<file path="config.mk">
export PLATFORM = sky130hd
export DESIGN_NAME = instr_imm_decode_stage_flat
export DESIGN_NICKNAME = d
export VERILOG_FILES = /design/src/rtl/core_pkg.sv /design/src/rtl/instr_imm_decode_stage_if.sv /design/src/rtl/imm_field_decoder.sv /design/src/rtl/instr_imm_decode_stage.sv /design/src/flat_wrapper.sv
export SDC_FILE = /design/constraint.sdc
export NUM_CORES = 1
export LEC_CHECK = 0
export ABC_AREA = 1
export BUFFER_PORTS_ARGS = -buffer_cell sky130_fd_sc_hd__buf_2
export CAP_MARGIN = 20
export CORE_MARGIN = 2
export CORE_UTILIZATION = 40
export DETAILED_ROUTE_END_ITERATION = 12
export GPL_TIMING_DRIVEN = 1
export PLACE_DENSITY = 0.63
export SYNTH_ARGS = -nofsm -noshare
export SYNTH_HDL_FRONTEND = slang
export SYNTH_SLANG_ARGS = --single-unit
</file>
<file path="constraint.sdc">
create_clock -name clk -period 2.3 [get_ports clk]
set_input_delay 0.115 -clock clk [delete_from_list [all_inputs] [get_ports clk]]
set_output_delay 0.115 -clock clk [all_outputs]
set_load 0.02 [all_outputs]
</file>
<file path="src/rtl/core_pkg.sv">
// Shared decode-stage types: RV32I major-opcode encodings (instr[6:2]), the decoded
// bundle stored per skid entry, the buffer state encoding and opcode classification helpers.
package core_pkg;

  localparam int XLEN       = 32;
  localparam int SKID_DEPTH = 2;

  localparam logic [4:0] OPC_LUI    = 5'b01101;
  localparam logic [4:0] OPC_AUIPC  = 5'b00101;
  localparam logic [4:0] OPC_OPIMM  = 5'b00100;
  localparam logic [4:0] OPC_LOAD   = 5'b00000;
  localparam logic [4:0] OPC_STORE  = 5'b01000;
  localparam logic [4:0] OPC_JALR   = 5'b11001;
  localparam logic [4:0] OPC_JAL    = 5'b11011;
  localparam logic [4:0] OPC_BRANCH = 5'b11000;
  localparam logic [4:0] OPC_OP     = 5'b01100;
  localparam logic [4:0] OPC_SYSTEM = 5'b11100;

  typedef struct packed {
    logic [4:0]      op_code;
    logic [XLEN-1:0] imm_raw;
    logic            sign_extender_en;
    logic            sign_extender_type;
    logic [4:0]      rd;
    logic [4:0]      rs1;
    logic [4:0]      rs2;
    logic [2:0]      funct3;
    logic            funct7b5;
    logic            illegal;
  } dec_bundle_t;

  typedef enum logic [1:0] {
    EMPTY = 2'd0,
    FULL1 = 2'd1,
    FULL2 = 2'd2
  } skid_state_t;

  function automatic logic opc_supported(input logic [4:0] opc);
    logic ok;
    case (opc)
      OPC_LUI, OPC_AUIPC, OPC_OPIMM, OPC_LOAD, OPC_STORE,
      OPC_JALR, OPC_JAL, OPC_BRANCH, OPC_OP, OPC_SYSTEM: ok = 1'b1;
      default:                                            ok = 1'b0;
    endcase
    return ok;
  endfunction

  // OP and SYSTEM are legal but carry no immediate for the extender.
  function automatic logic opc_has_imm(input logic [4:0] opc);
    logic has;
    case (opc)
      OPC_LUI, OPC_AUIPC, OPC_OPIMM, OPC_LOAD, OPC_STORE,
      OPC_JALR, OPC_JAL, OPC_BRANCH: has = 1'b1;
      default:                       has = 1'b0;
    endcase
    return has;
  endfunction

endpackage

</file>
<file path="src/rtl/instr_imm_decode_stage_if.sv">
// Fetch-side valid/ready handshake plus the registered decoded bundle toward the extender.
// slave = the decode stage, master = the surrounding fetch/controller logic.
interface instr_imm_decode_stage_if;
  import core_pkg::*;

  logic            in_valid;
  logic            in_ready;
  logic [XLEN-1:0] instr;
  logic            out_valid;
  logic            out_ready;
  logic [4:0]      op_code;
  logic [XLEN-1:0] imm_raw;
  logic            sign_extender_en;
  logic            sign_extender_type;
  logic [4:0]      rd;
  logic [4:0]      rs1;
  logic [4:0]      rs2;
  logic [2:0]      funct3;
  logic            funct7b5;
  logic            illegal;

  modport slave (
    input  in_valid, instr, out_ready,
    output in_ready, out_valid, op_code, imm_raw, sign_extender_en, sign_extender_type,
           rd, rs1, rs2, funct3, funct7b5, illegal
  );

  modport master (
    output in_valid, instr, out_ready,
    input  in_ready, out_valid, op_code, imm_raw, sign_extender_en, sign_extender_type,
           rd, rs1, rs2, funct3, funct7b5, illegal
  );

endinterface

</file>
<file path="src/rtl/imm_field_decoder.sv">
// Combinational RV32I field decoder: raw instruction to the bundle stored in a skid entry.
// Illegal encodings keep their register fields but never drive an immediate or the extender.
module imm_field_decoder
  import core_pkg::*;
(
  input  logic [XLEN-1:0] instr_i,
  output dec_bundle_t     dec_o
);

  logic [4:0] opc_s;
  logic       legal_s;
  logic       sgn_s;

  assign opc_s   = instr_i[6:2];
  assign legal_s = (instr_i[1:0] == 2'b11) && opc_supported(opc_s);
  assign sgn_s   = instr_i[31];

  // Field extraction and per-format immediate assembly.
  always_comb begin
    dec_o          = '0;
    dec_o.op_code  = opc_s;
    dec_o.rd       = instr_i[11:7];
    dec_o.rs1      = instr_i[19:15];
    dec_o.rs2      = instr_i[24:20];
    dec_o.funct3   = instr_i[14:12];
    dec_o.funct7b5 = instr_i[30];
    dec_o.illegal  = !legal_s;
    if (legal_s) begin
      case (opc_s)
        OPC_LUI, OPC_AUIPC:           dec_o.imm_raw = {instr_i[31:12], 12'h000};
        OPC_OPIMM, OPC_LOAD, OPC_JALR: dec_o.imm_raw = {{20{sgn_s}}, instr_i[31:20]};
        OPC_STORE:  dec_o.imm_raw = {{20{sgn_s}}, instr_i[31:25], instr_i[11:7]};
        OPC_JAL:    dec_o.imm_raw = {{12{sgn_s}}, instr_i[19:12], instr_i[20], instr_i[30:21], 1'b0};
        OPC_BRANCH: dec_o.imm_raw = {{20{sgn_s}}, instr_i[7], instr_i[30:25], instr_i[11:8], 1'b0};
        default:    dec_o.imm_raw = 32'h0000_0000;
      endcase
      dec_o.sign_extender_en   = opc_has_imm(opc_s);
      // Unsigned compare forms: SLTIU, BLTU, BGEU.
      dec_o.sign_extender_type = ((opc_s == OPC_OPIMM) && (instr_i[14:12] == 3'b011)) ||
                                 ((opc_s == OPC_BRANCH) && (instr_i[14:13] == 2'b11));
    end else begin
      dec_o.imm_raw            = 32'h0000_0000;
      dec_o.sign_extender_en   = 1'b0;
      dec_o.sign_extender_type = 1'b0;
    end
  end

endmodule

</file>
<file path="src/rtl/instr_imm_decode_stage.sv">
// Registered decode stage ahead of the sign extender: decode at accept, 2-entry skid buffer
// (main + skid) so in_ready is a flop with no combinational path from out_ready.
module instr_imm_decode_stage
  import core_pkg::*;
(
  input  logic                      clk,
  input  logic                      rst_n,
  input  logic                      flush,
  instr_imm_decode_stage_if.slave   bus
);

  dec_bundle_t dec_s;
  skid_state_t state_q, state_d;
  dec_bundle_t main_q, main_d;
  dec_bundle_t skid_q, skid_d;
  logic        in_ready_q, in_ready_d;
  logic        out_valid_q, out_valid_d;
  logic        accept_s;
  logic        consume_s;

  imm_field_decoder u_dec (
    .instr_i (bus.instr),
    .dec_o   (dec_s)
  );

  assign accept_s  = bus.in_valid && in_ready_q;
  assign consume_s = out_valid_q && bus.out_ready;

  // Next-state and entry-load logic for the skid buffer.
  always_comb begin
    state_d = state_q;
    main_d  = main_q;
    skid_d  = skid_q;
    if (flush) begin
      state_d = EMPTY;
    end else begin
      case (state_q)
        EMPTY: begin
          if (accept_s) begin
            main_d  = dec_s;
            state_d = FULL1;
          end else begin
            state_d = EMPTY;
          end
        end
        FULL1: begin
          if (accept_s && consume_s) begin
            main_d  = dec_s;
            state_d = FULL1;
          end else if (accept_s) begin
            skid_d  = dec_s;
            state_d = FULL2;
          end else if (consume_s) begin
            state_d = EMPTY;
          end else begin
            state_d = FULL1;
          end
        end
        FULL2: begin
          if (consume_s) begin
            main_d  = skid_q;
            state_d = FULL1;
          end else begin
            state_d = FULL2;
          end
        end
        default: state_d = EMPTY;
      endcase
    end
    in_ready_d  = (state_d != FULL2);
    out_valid_d = (state_d != EMPTY);
  end

  // State, entries and handshake flags; flush acts as the synchronous clear.
  always_ff @(posedge clk or negedge rst_n) begin
    if (!rst_n) begin
      state_q     <= EMPTY;
      main_q      <= '0;
      skid_q      <= '0;
      in_ready_q  <= 1'b1;
      out_valid_q <= 1'b0;
    end else begin
      state_q     <= state_d;
      main_q      <= main_d;
      skid_q      <= skid_d;
      in_ready_q  <= in_ready_d;
      out_valid_q <= out_valid_d;
    end
  end

  assign bus.in_ready           = in_ready_q;
  assign bus.out_valid          = out_valid_q;
  assign bus.op_code            = main_q.op_code;
  assign bus.imm_raw            = main_q.imm_raw;
  assign bus.sign_extender_en   = main_q.sign_extender_en;
  assign bus.sign_extender_type = main_q.sign_extender_type;
  assign bus.rd                 = main_q.rd;
  assign bus.rs1                = main_q.rs1;
  assign bus.rs2                = main_q.rs2;
  assign bus.funct3             = main_q.funct3;
  assign bus.funct7b5           = main_q.funct7b5;
  assign bus.illegal            = main_q.illegal;

endmodule

</file>
<file path="src/flat_wrapper.sv">
// flat-port wrapper written by rule: the top's interface ports become plain ports
module instr_imm_decode_stage_flat import core_pkg::*;
  (clk, rst_n, flush, bus_in_valid, bus_instr, bus_out_ready, bus_in_ready, bus_out_valid, bus_op_code, bus_imm_raw, bus_sign_extender_en, bus_sign_extender_type, bus_rd, bus_rs1, bus_rs2, bus_funct3, bus_funct7b5, bus_illegal);
  instr_imm_decode_stage_if bus_i ();
  input  logic clk;
  input  logic rst_n;
  input  logic flush;
  input wire logic [$bits(bus_i.in_valid)-1:0] bus_in_valid;
  input wire logic [$bits(bus_i.instr)-1:0] bus_instr;
  input wire logic [$bits(bus_i.out_ready)-1:0] bus_out_ready;
  output wire logic [$bits(bus_i.in_ready)-1:0] bus_in_ready;
  output wire logic [$bits(bus_i.out_valid)-1:0] bus_out_valid;
  output wire logic [$bits(bus_i.op_code)-1:0] bus_op_code;
  output wire logic [$bits(bus_i.imm_raw)-1:0] bus_imm_raw;
  output wire logic [$bits(bus_i.sign_extender_en)-1:0] bus_sign_extender_en;
  output wire logic [$bits(bus_i.sign_extender_type)-1:0] bus_sign_extender_type;
  output wire logic [$bits(bus_i.rd)-1:0] bus_rd;
  output wire logic [$bits(bus_i.rs1)-1:0] bus_rs1;
  output wire logic [$bits(bus_i.rs2)-1:0] bus_rs2;
  output wire logic [$bits(bus_i.funct3)-1:0] bus_funct3;
  output wire logic [$bits(bus_i.funct7b5)-1:0] bus_funct7b5;
  output wire logic [$bits(bus_i.illegal)-1:0] bus_illegal;
  assign bus_i.in_valid = bus_in_valid;
  assign bus_i.instr = bus_instr;
  assign bus_i.out_ready = bus_out_ready;
  assign bus_in_ready = bus_i.in_ready;
  assign bus_out_valid = bus_i.out_valid;
  assign bus_op_code = bus_i.op_code;
  assign bus_imm_raw = bus_i.imm_raw;
  assign bus_sign_extender_en = bus_i.sign_extender_en;
  assign bus_sign_extender_type = bus_i.sign_extender_type;
  assign bus_rd = bus_i.rd;
  assign bus_rs1 = bus_i.rs1;
  assign bus_rs2 = bus_i.rs2;
  assign bus_funct3 = bus_i.funct3;
  assign bus_funct7b5 = bus_i.funct7b5;
  assign bus_illegal = bus_i.illegal;
  instr_imm_decode_stage u_core (.clk(clk), .rst_n(rst_n), .flush(flush), .bus(bus_i));
endmodule
</file>
Word-level counts from Yosys, hierarchy flattened
Memory sizes are Yosys's and may differ from the RTL's.
Cells that the tools add are included.

word-level totals
  word-level logic and storage cells = 72
  bits in registers = 122
  ROM bits = 64
  memories = 2
  RAM bits = 0
  output and inout port bits = 61
  bits of input ports = 37
  bits in latches = 0

memory list
  memory            words  width  rd ports  clocked after Yosys merged registers in  wr ports  line            RTL
  (name not given)  32     1      1         0                                        0         core_pkg.sv:51  case (opc)
  (name not given)  32     1      1         0                                        0         core_pkg.sv:40  case (opc)

cells by class
  multiply operators = 0
  muxes and demuxes = 13
  add/subtract/negate cells = 0
  reduce and logical (&&, ||, !) cells = 16
  magnitude comparators = 0
  shifts and indexed selects = 0
  equal/unequal tests = 16
  bitwise logic cells = 2
  div/mod/pow operators = 0

operators with widths
  kind                                                    count
  2-to-1 mux 59 bit                                       3
  one-hot mux 59 bit (3 select lines)                     1
  one-hot mux 32 bit (5 select lines)                     1
  2-to-1 mux 34 bit                                       1
  == test 5 bit (second input constant)                   3
  == test 5 x 3 -> 1 bit (second input constant)          2
  == test 5 x 4 -> 1 bit (second input constant)          2
  2-to-1 mux 2 bit                                        4
  == test 2 bit (second input constant)                   3
  logical AND 1 bit                                       6
  inequality test 2 x 1 -> 1 bit (second input constant)  3
  one-hot mux 2 bit (3 select lines)                      1
  logical NOT 5 bit                                       1
  AND reduction 5 bit                                     1
  AND reduction 4 bit                                     1
  == test 3 x 2 -> 1 bit (second input constant)          1
  nonzero test 3 bit                                      1
  OR reduction 3 bit                                      1
  == test 2 x 1 -> 1 bit (second input constant)          1
  logical NOT 2 bit                                       1
  2-to-1 mux 1 bit                                        2
  inequality test 2 bit (second input constant)           1
  NOT 1 bit                                               2
  nonzero test 2 bit                                      1
  other kinds (3)                                         3

Longest topological paths before layout
  depth in word-level cells = 7
  depth in mapped cells = 12
  mapped depth without buffers = 11

Cells and area by module
Synthesis repeated with hierarchy kept, for this count alone.

second synthesis, totals
  cell total of the unflattened synthesis = 891
  area, all modules = 6690.2 um2

by module, submodules not included
  module                  seq. area each (um2)  area each (um2)  cells an instance  times used
  instr_imm_decode_stage  3054.2                5871.9           734                1
  imm_field_decoder       0.0                   818.3            157                1

Worst setup path after synthesis
Ideal clock, no wire load.

  path type = register to register
  start = register u_core.in_ready_q, in the netlist u_core.bus.in_ready
  end = register u_core.main_q (netlist bit u_core.bus.funct3[1])
  path buffers = 2
  slack = 0.518 ns
  required time = 2.170 ns
  period minus slack after synthesis = 1.782 ns
  arrival time = 1.652 ns
  stages on the path, launching flop included = 11
  setup time = 0.130 ns
  path through = dfstp_2 nand2_1 inv_1 ha_1 nor2_1 nor2_1 nand3b_2 inv_2 buf_6 buf_2 a31oi_1

on the way
  longest elaborated chain between the ends = 4
  elaborated cells on any way between the ends = 5
  classes of those cells = eq/ne (2); reduce/logical (3)

ends and longest elaborated chain
  item                                             line                          RTL
  start: declaration                               instr_imm_decode_stage.sv:16  logic in_ready_q, in_ready_d;
  start signal: assignment                         instr_imm_decode_stage.sv:86  in_ready_q <= in_ready_d;
  logical AND 1 bit *                              instr_imm_decode_stage.sv:26  assign accept_s = bus.in_valid && in_ready_q;
  logical AND 1 bit                                instr_imm_decode_stage.sv:47  if (accept_s && consume_s) begin
  inequality test 2 x 1 -> 1 bit (no source line)  -
  AND reduction 5 bit (no source line) *           -
  end signal: assignment                           instr_imm_decode_stage.sv:84  main_q <= main_d;
  end: declaration                                 instr_imm_decode_stage.sv:14  dec_bundle_t main_q, main_d;

Mark *: on every way between the ends. The rest lies on a longest branch, timed or not.
A chain may end at the register's enable or synchronous reset.

Worst setup path after layout
  start = register u_core.in_ready_q, in the netlist u_core.bus.in_ready
  end = register u_core.main_q (netlist bit u_core.bus.imm_raw[7])

Same word-level chain as after synthesis.

==> impl_metrics.ini <==
[clock_tree]
htreeDepth = 4
cts.path.max_buffers = 2
cts_tree = yes
cts_resized = 0
cts_buffers = 17
cts.clk_slew.worst_paths_ns = 0.05
root_buffer = clkbuf_16
clock_sinks = 122
insertion_delay_ns = 0.42

[sta]
finClkSkew_ns = 0.00766
min_period_ns = 1.88
period_share_pct = 81.6
fmax_ghz = 0.533
relSlewSlack_pct = 61.9
setup_ws_ns = 0.424
setup_viol = 0
rsz0062_at_grt = false
maxSlewViolCount = 0
worst_pin_slew_ns = 0.572
hold_viol_final = 0
setup_tns_ns = 0

[floorplan]
dieArea_um2 = 15600
start_util_pct = 40.6
rows = 44
core_um2 = 14400
io-pin-count = 98
fp.dieW_um = 125
die_height_um = 125

[global_route]
grtUsageTotal_pct = 20.2
antenna_found_initial = 0
grt_pass1_vias = 4957
grt_pass1_wl_um = 25200
grt_remaining_overflow = 0
grt_max_degree = 51

[logic_synthesis]
synth_common_cells = nand2_1, dfrtp_1, nor2_1, o21ai_1, o21ai_0
yosysSeqAreaShare_pct = 52.4
syn_area_um2 = 5830
synthDominantCellAreaShare_pct = 51.9
synth_seq_cells = 122
syn_inst = 760
synth-edff-count = 0
syn-mean-instance-area_um2 = 7.67
synth.most_common_cell = nand2_1
yosysWarnings = 0
synthDistinctLibCells = 26
yosysTopAreaCell = dfrtp_1
synthArstFlopShare_pct = 100
ys.flop_type = dfrtp_1
yosys-top-cells-area = dfrtp_1, nand2_1, nor2_1
syn_nets = 799

[power]
power_frac_clock_pct = 37.3
peakVddDrop_uv = 555
p_switching_uw = 2090
powerDensity_nw_per_um2 = 928
p_sw_share_pct = 30.8
internal-power_uw = 4700
comb_power_share_pct = 21.3
p_seq_share_pct = 41.3
p_leak_uw = 0.00400

[final_layout]
nNetsFinal = 910
fin_util_pct = 50.9
nFillCells = 1399
multi_input_area_um2 = 2450
drive_gt1_share_pct = 19.0
fin_cells = 1067
area_growth_pct = 25.4
final-seq-area_um2 = 3050
diodes = 0

[setup_path]
cpMaxStageDelayCell = dfstp_2
start_kind = flop
critPathLaunch = u_core.bus.in_ready$_DFF_PN1_
r2r-end = u_core.bus.imm_raw[7]$_DFFE_PN0P_
crit_chain = nand2_1, inv_1, ha_1, nor2_1, nor2_1, nand3b_2, buf_4, a21oi_1, a21oi_1
crit_arrival_ns = 2.18
cp_max_fo = 37
rrSetupSlack_ns = 0.42
endpoint_kind = flop
path_class = reg -> reg
r2r_start = u_core.bus.in_ready$_DFF_PN1_
reg2reg_depth = 9
cp_slowest_stage_delay_ns = 0.52
worstPathRequired_ns = 2.60

[routing]
drc = 0
drtIter0Drc = 266
top_layer = met4
routed-via-count = 5204
met2WireLength_um = 6490
vias_per_cell = 4.88
wl_per_cell_um = 13.8
dr_wl_met3_um = 654
ant_nets = 0
dr.pass1.iters = 5
met1_length_um = 7290
wl_um = 14700

[worst_hold_path]
hp-start = bus_instr[2]
whs_path_depth = 3
whs_endpoint = u_core.bus.op_code[0]$_DFFE_PN0P_
hold_class = in -> reg

[placed_design]
placed_cells = 1010
gp_congestion = 0.889
portBuffers = 97
dp_slack_ns = 0.403
place_hpwl_um = 9950

[run_status]
status = complete, no violations

[run]
cap_violations = 0
[placed cells by master (no fill, tap or decap)]
cell type	Yosys	routed
dfstp_2	1	1
or2_2	1	1
a31oi_1	24	24
clkinvlp_4	0	2
buf_2	17	96
nand2_1	309	309
dlygate4sd3_1	0	26
clkbuf_1	15	2
inv_2	7	7
nand3_4	0	1
buf_4	3	12
nand3b_2	1	1
buf_12	0	3
o21ai_1	33	33
nor2_2	2	2
nand4_1	8	8
clkinv_2	0	4
nand2_2	2	2
a21oi_1	16	16
bufinv_16	0	1
dfrtp_1	121	121
clkbuf_8	0	5
o211ai_1	1	1
inv_1	26	26
clkinv_1	1	1
ha_1	2	2
o21ai_0	30	30
nand3_2	12	12
nand3_1	26	25
clkbuf_16	0	17
nor2_1	91	91
nor2_4	1	1
[metal layers]
| layer | global-route usage [%] | vias to the layer above |
|---|---|---|
| met1 | 28.4 | 2417 |
| met5 | 0 | - |
| met4 | 7.80 | 0 |
| met3 | 5.03 | 27 |
| met2 | 30.2 | 121 |
| li1 | - | 2639 |
[sequential cells by signal, summed over array words and instances (netlist names)]
name / cells
u_core.bus.illegal: 1
u_core.bus.rs2: 5
u_core.bus.rd: 5
u_core.bus.out_valid: 1
u_core.bus.sign_extender_type: 1
u_core.bus.op_code: 5
u_core.bus.in_ready: 1
u_core.bus.funct7b5: 1
u_core.bus.sign_extender_en: 1
u_core.skid_q: 59
u_core.state_q: 2
u_core.bus.rs1: 5
u_core.bus.imm_raw: 32
u_core.bus.funct3: 3
[critical path, delay by kind of cell, from the launching register on]
family / cells / cell delay, ns
buf+inv: 2 / 0.42
simple gates: 4 / 0.39
flops: 1 / 0.52
fa+ha+maj: 1 / 0.17
compound gates: 2 / 0.24
[kinds of logic after synthesis]
kind of cell               count (synthesis)  share of synthesized area [%]
AOI/OAI and AO/OA                        104                           9.48
and+or+nand+nor                          453                           31.8
adders and majority gates                  2                          0.429
DFF                                      122                           52.4
buffers and inverters                     79                           5.90
[metrics by stage]
| stage | cell area (µm²) | hold slack (ns) | total power [µW] |
|---|---|---|---|
| after global placement | 6490 | 0.158 | 4240 |
| final | 7320 | 0.0131 | 6790 |
| after floorplan | 5830 | -0.181 | 3740 |
| after global routing | 7320 | 0.0138 | 7200 |
| after CTS | 7320 | 0.00828 | 6850 |
| after detailed placement | 6490 | 0.155 | 4260 |
[cell type report]
type	count	share of cell area [%]
Clock buffer	24	6.86
Clock inverter	7	0.889
Inverter	34	1.74
Multi-Input combinational cell	559	33.4
Sequential cell	122	41.7
Tap cell	184	3.15
Timing Repair Buffer	137	12.2
[timing repair]
item	4_1_cts	5_1_grt
hold buffers	26	0
endpoints found under the setup margin	0	0
setup buffers	0	0
hold endpoints to repair	74	0
[worst max path at each step]
stage	cells after the start	slack [ns]	to
after detailed placement	10	0.40	u_core.bus.illegal$_DFFE_PN0P_
after global routing	10	0.24	u_core.bus.illegal$_DFFE_PN0P_
after CTS	9	0.41	u_core.bus.imm_raw[7]$_DFFE_PN0P_
after global placement	10	0.45	u_core.bus.illegal$_DFFE_PN0P_
final	9	0.42	u_core.bus.imm_raw[7]$_DFFE_PN0P_
after floorplan	10	0.52	u_core.bus.funct3[1]$_DFFE_PN0P_
[power by group through the flow]
| stage | registers (µW) | clock network (µW) | logic (µW) |
|---|---|---|---|
| after floorplan | 3100 | 0 | 641 |
| after global placement | 2830 | 0 | 1410 |
| after detailed placement | 2840 | 0 | 1430 |
| after CTS | 2810 | 2580 | 1460 |
| after global routing | 2860 | 2710 | 1630 |
| final | 2810 | 2530 | 1450 |
(Power assumes the default switching activity.)
